### src/rtl/censor_out_tx.sv
// UART 8N1 transmitter for the censor pipeline, fed by a small circular character FIFO.
// NUL characters from the masking stage are silently discarded before buffering.
module censor_out_tx #(
    parameter int CLKS_PER_BIT = 868,
    parameter int FIFO_DEPTH   = 16
) (
    input  logic                          clk,
    input  logic                          rst_n,
    input  logic [7:0]                    char_in,
    input  logic                          char_valid,
    output logic                          tx,
    output logic                          tx_busy,
    output logic [$clog2(FIFO_DEPTH):0]   fifo_count,
    output logic                          fifo_full,
    output logic                          overflow
);
    localparam int AW = $clog2(FIFO_DEPTH);
    localparam int BW = (CLKS_PER_BIT > 2) ? $clog2(CLKS_PER_BIT) : 1;
    localparam logic [BW-1:0] BAUD_LAST = BW'(CLKS_PER_BIT - 1);
    localparam logic [BW-1:0] BAUD_ONE  = BW'(1);
    localparam logic [AW:0]   DEPTH_C   = (AW+1)'(FIFO_DEPTH);
    localparam logic [AW:0]   COUNT_ONE = (AW+1)'(1);
    localparam logic [AW-1:0] PTR_ONE   = AW'(1);

    typedef enum logic [1:0] {IDLE, START, DATA, STOP} state_t;

    state_t          state, state_next;
    logic [BW-1:0]   baud_cnt, baud_next;
    logic [2:0]      bit_idx, bit_next;
    logic [7:0]      shift_reg, shift_next;
    logic            tx_next, busy_next;

    logic [7:0]      mem [FIFO_DEPTH];
    logic [AW-1:0]   wr_ptr, rd_ptr;
    logic [AW:0]     count;
    logic            wr_req, wr_en, pop;

    assign wr_req     = char_valid && (char_in != 8'h00);
    assign fifo_full  = (count == DEPTH_C);
    assign wr_en      = wr_req && (!fifo_full || pop);
    assign fifo_count = count;

    always_ff @(posedge clk) begin
        if (wr_en)
            mem[wr_ptr] <= char_in;
    end

    // A full FIFO still accepts a write on the edge that pops, since a slot frees up.
    always_ff @(posedge clk or negedge rst_n) begin
        if (!rst_n) begin
            wr_ptr   <= '0;
            rd_ptr   <= '0;
            count    <= '0;
            overflow <= 1'b0;
        end else begin
            if (wr_en)
                wr_ptr <= wr_ptr + PTR_ONE;
            if (pop)
                rd_ptr <= rd_ptr + PTR_ONE;
            case ({wr_en, pop})
                2'b10:   count <= count + COUNT_ONE;
                2'b01:   count <= count - COUNT_ONE;
                default: count <= count;
            endcase
            if (wr_req && fifo_full && !pop)
                overflow <= 1'b1;
        end
    end

    always_ff @(posedge clk or negedge rst_n) begin
        if (!rst_n) begin
            state     <= IDLE;
            baud_cnt  <= '0;
            bit_idx   <= '0;
            shift_reg <= '0;
            tx        <= 1'b1;
            tx_busy   <= 1'b0;
        end else begin
            state     <= state_next;
            baud_cnt  <= baud_next;
            bit_idx   <= bit_next;
            shift_reg <= shift_next;
            tx        <= tx_next;
            tx_busy   <= busy_next;
        end
    end

    // Pops use the count registered before this edge, so a fresh write is never popped on its own edge.
    always_comb begin
        state_next = state;
        baud_next  = baud_cnt;
        bit_next   = bit_idx;
        shift_next = shift_reg;
        tx_next    = tx;
        busy_next  = tx_busy;
        pop        = 1'b0;
        case (state)
            IDLE: begin
                if (count != '0) begin
                    pop        = 1'b1;
                    shift_next = mem[rd_ptr];
                    state_next = START;
                    tx_next    = 1'b0;
                    busy_next  = 1'b1;
                    baud_next  = '0;
                end
            end
            START: begin
                if (baud_cnt == BAUD_LAST) begin
                    baud_next  = '0;
                    bit_next   = '0;
                    state_next = DATA;
                    tx_next    = shift_reg[0];
                end else begin
                    baud_next = baud_cnt + BAUD_ONE;
                end
            end
            DATA: begin
                if (baud_cnt == BAUD_LAST) begin
                    baud_next = '0;
                    if (bit_idx == 3'd7) begin
                        state_next = STOP;
                        tx_next    = 1'b1;
                    end else begin
                        bit_next   = bit_idx + 3'd1;
                        shift_next = {1'b0, shift_reg[7:1]};
                        tx_next    = shift_reg[1];
                    end
                end else begin
                    baud_next = baud_cnt + BAUD_ONE;
                end
            end
            STOP: begin
                if (baud_cnt == BAUD_LAST) begin
                    baud_next = '0;
                    if (count != '0) begin
                        pop        = 1'b1;
                        shift_next = mem[rd_ptr];
                        state_next = START;
                        tx_next    = 1'b0;
                    end else begin
                        state_next = IDLE;
                        busy_next  = 1'b0;
                        tx_next    = 1'b1;
                    end
                end else begin
                    baud_next = baud_cnt + BAUD_ONE;
                end
            end
            default: begin
                state_next = IDLE;
            end
        endcase
    end

endmodule

### config.mk
export PLATFORM = sky130hd
export DESIGN_NAME = censor_out_tx
export DESIGN_NICKNAME = d
export VERILOG_FILES = /design/src/rtl/censor_out_tx.sv
export SDC_FILE = /design/constraint.sdc
export NUM_CORES = 1
export LEC_CHECK = 0
export ABC_CLOCK_PERIOD_IN_PS = 2500
export CAP_MARGIN = 40
export CORE_UTILIZATION = 55
export CTS_CLUSTER_DIAMETER = 50
export DETAILED_ROUTE_END_ITERATION = 6
export PLACE_DENSITY = 0.79
export REMOVE_ABC_BUFFERS = 1
export SETUP_SLACK_MARGIN = 0.02
export SLEW_MARGIN = 20
export SYNTH_ARGS = -nofsm -noshare
export SYNTH_HDL_FRONTEND = slang
export SYNTH_SLANG_ARGS = --single-unit
### constraint.sdc
create_clock -name clk -period 2.5 [get_ports clk]
set_clock_uncertainty 0.2 [all_clocks]
set_input_delay 0.25 -clock clk [delete_from_list [all_inputs] [get_ports clk]]
set_output_delay 0.25 -clock clk [all_outputs]
set_load 0.02 [all_outputs]
==> impl_metrics.yaml <==
critical_path:
  cp-end-kind: "flip-flop"
  crit_cells: 11
  max_stage_delay_ns: 0.40
  critical_path_class: "flip-flop to flip-flop"
  worstPathMaxFanout: 4
  timing.rr.end: "fifo_count[3]"
  critical-path-slowest-cell: "dfrtp_1"
  critPathArrivalTime_ns: 2.67
  crit_required_ns: 2.61
  r2r_slack_ns: -0.06
  critPathLaunchType: "flip-flop"
  r2r_start: "baud_cnt[3]"
  cp_num_buf_inv: 2
  critPathTopFamily: "simple AND/OR/NAND/NOR gates"
  rr_worst_depth: 11
  cp_cell_sequence: "and4bb_2 -> a41oi_2 -> buf_4 -> nor3_4 -> nand2b_4 -> inv_6 -> ha_4 -> a21o_1 -> a21oi_2 -> xnor2_1 -> mux2_4"
clock_network:
  clk_pin_slew_ns: 0.06
  numCtsBuffers: 17
  cts-root-buf: "clkbuf_16"
  cts_tree: "done"
  clockBufferDepth: 2
  clock-sinks: 167
  worstSkewPairLatency_ns: 0.43
  htree_levels: 4
synthesis:
  synthTopCellsByArea: "edfxtp_1 (53%), dfrtp_1 (13%), mux4_2 (8.1%), mux4_1 (4.3%), ha_1 (2.8%)"
  synth_edf_count: 128
  synth_area_um2: 7260
  yosysSeqAreaShare_pct: 66.4
  syn_avg_cell_area_um2: 17.5
  synth.distinct_cells: 65
  yosysMostFrequentCell: "edfxtp_1"
  synth_seq_cells: 167
  syn_inst: 415
  yosys_warnings: 0
  synthFlopType: "edfxtp_1"
  ys_top_cells_by_count: "edfxtp_1 (128), dfrtp_1 (38), mux4_2 (26), and3_1 (18)"
  yosysTopAreaCellShare_pct: 53.0
  synth_async_sr_flop_share_pct: 23.4
  synth_top_cell_by_area: "edfxtp_1"
global_route:
  grt_usage_pct: 26.0
  busiest_layer: "met2"
  antenna_found_initial: 0
  use_met1_pct: 36.0
  use_met3_pct: 6.28
  grt_max_degree: 22
  grt_pass1_wl_um: 24900
  grt-ovfl-total: 0
  grt.met2_usage_pct: 41.2
  first_global_vias: 4302
power_and_ir_drop:
  p_leak_uw: 0.00330
  ir_worst_vdd_uv: 595
  finalPower_uw: 7050
  power.density_nw_per_um2: 791
layout:
  largest_reg_flops: 128
  area_growth_pct: 22.8
  fin_area_um2: 8920
  antenna_cells: 0
  drive_gt1_share_pct: 34.2
  finish.net_count: 539
status:
  status: "finished with violations"
  violations: "setup timing"
flow_run:
  maxCapViolations: 0
floorplan:
  die_area_um2: 13700
  ios: 20
  initial_core_util_pct: 57.1
  rows: 41
  die_h_um: 117
  core-area_um2: 12700
  die_x_um: 117
detailed_routing:
  remaining_drc_errors: 0
  routed_wl_um: 15700
  route.antenna.remaining_nets: 0
  firstDrtPassIters: 5
  vias: 4227
  wire_per_inst_um: 22.6
  viasPerCell: 6.08
  drt_iter0_markers: 494
timing:
  maxSlewHeadroom_pct: 64.5
  min_period_ns: 2.56
  rsz0062_at_grt: "true"
  maxSlewViolCount: 0
  holdWs_ns: 0.136
  layout_setup_ws_ns: -0.0638
  max_freq_mhz: 390
  hold_viol_final: 0
  worstMarginPinSlew_ns: 0.532
  finalSetupViolCount: 2
  period_share_pct: 103
worst_hold_path:
  min_path_type: "input pin to async pin"
placement:
  port_buffers: 19
  gp_congestion: 0.820
  place_hpwl_um: 10200
  place_area_um2: 8010
==> worst max path at each step <==
| stage | from | to |
|---|---|---|
| after global routing | baud_cnt[3] | fifo_count[4] |
| after detailed placement | char_in[2] | mem[8][4] |
| after global placement | char_in[3] | mem[11][4] |
| final | baud_cnt[3] | fifo_count[3] |
| after floorplan | rd_ptr[0] | shift_reg[1] |
| after CTS | baud_cnt[3] | fifo_count[4] |
==> layout make-up <==
| type | count | area (um2) |
|---|---|---|
| multi-input combinational | 219 | 2410 |
| clock inverter | 12 | 120 |
| tap | 172 | 215 |
| fill | 833 | 3810 |
| timing repair buffer | 91 | 857 |
| inverter | 15 | 61.3 |
| clock buffer | 19 | 433 |
| sequential | 167 | 4820 |
==> per-stage QoR <==
stage	util, %	std cells	setup TNS [ns]	setup WS, ns
detailed placement	63.0	647	-84.72	-0.691
CTS	69.1	690	-0.0278	-0.0149
floorplan	-	401	-30.98	-0.681
finish	70.1	695	-0.114	-0.0638
global route	70.1	695	-4.37	-0.184
global placement	63.0	647	-76.15	-0.633
==> logic make-up (layout without fill, tap and decap cells) <==
| logic type | Yosys count | in the layout | share of synthesized area, % |
|---|---|---|---|
| AOI/OAI and AO/OA | 64 | 64 | 6.67 |
| xor gates and xnor gates | 12 | 12 | 1.45 |
| adders and majority gates | 17 | 17 | 3.03 |
| buffers and inverters | 29 | 137 | 2.31 |
| DFF | 167 | 167 | 66.4 |
| muxes | 46 | 46 | 13.6 |
| and+or+nand+nor | 80 | 80 | 6.55 |
==> what timing repair did <==
item	in CTS	in global routing
hold buffers	1	0
pin swaps	8	5
gates resized for setup	41	24
buffers inserted	9	5
hold endpoints to repair	20	0
endpoints found under the setup margin	137	137
cloned	2	0
==> where the power goes <==
part	switching [uW]	internal [uW]
combinational	608	526
sequential	159	3290
clock	1090	1380
==> layer usage <==
layer  routed length, um  vias to the layer above
li1                    -                     1871
met1                6590                     2123
met2                7820                      216
met3                1190                       17
met4                 144                        0
met5                   0                        -
==> layout by cell type (no fill, tap or decap), types with 3 or more instances in the layout <==
| master | n |
|---|---|
| o21ai_0 | 16 |
| o2bb2ai_1 | 3 |
| clkinv_4 | 3 |
| mux4_1 | 4 |
| a21oi_1 | 5 |
| dfrtp_1 | 37 |
| inv_6 | 5 |
| buf_4 | 60 |
| a221o_1 | 6 |
| nand3_1 | 8 |
| buf_12 | 6 |
| ha_4 | 4 |
| xnor2_1 | 9 |
| mux4_2 | 34 |
| clkbuf_16 | 17 |
| and2_0 | 3 |
| nand2_1 | 13 |
| edfxtp_1 | 128 |
| mux2i_1 | 5 |
| nor2_1 | 11 |
| a21o_1 | 4 |
| ha_1 | 12 |
| a31oi_1 | 4 |
| and3_4 | 16 |
| inv_1 | 14 |
| o31ai_1 | 4 |
| clkdlybuf4s50_1 | 17 |
| xor2_1 | 3 |
| nor2b_1 | 3 |
(Power assumes the default switching activity.)
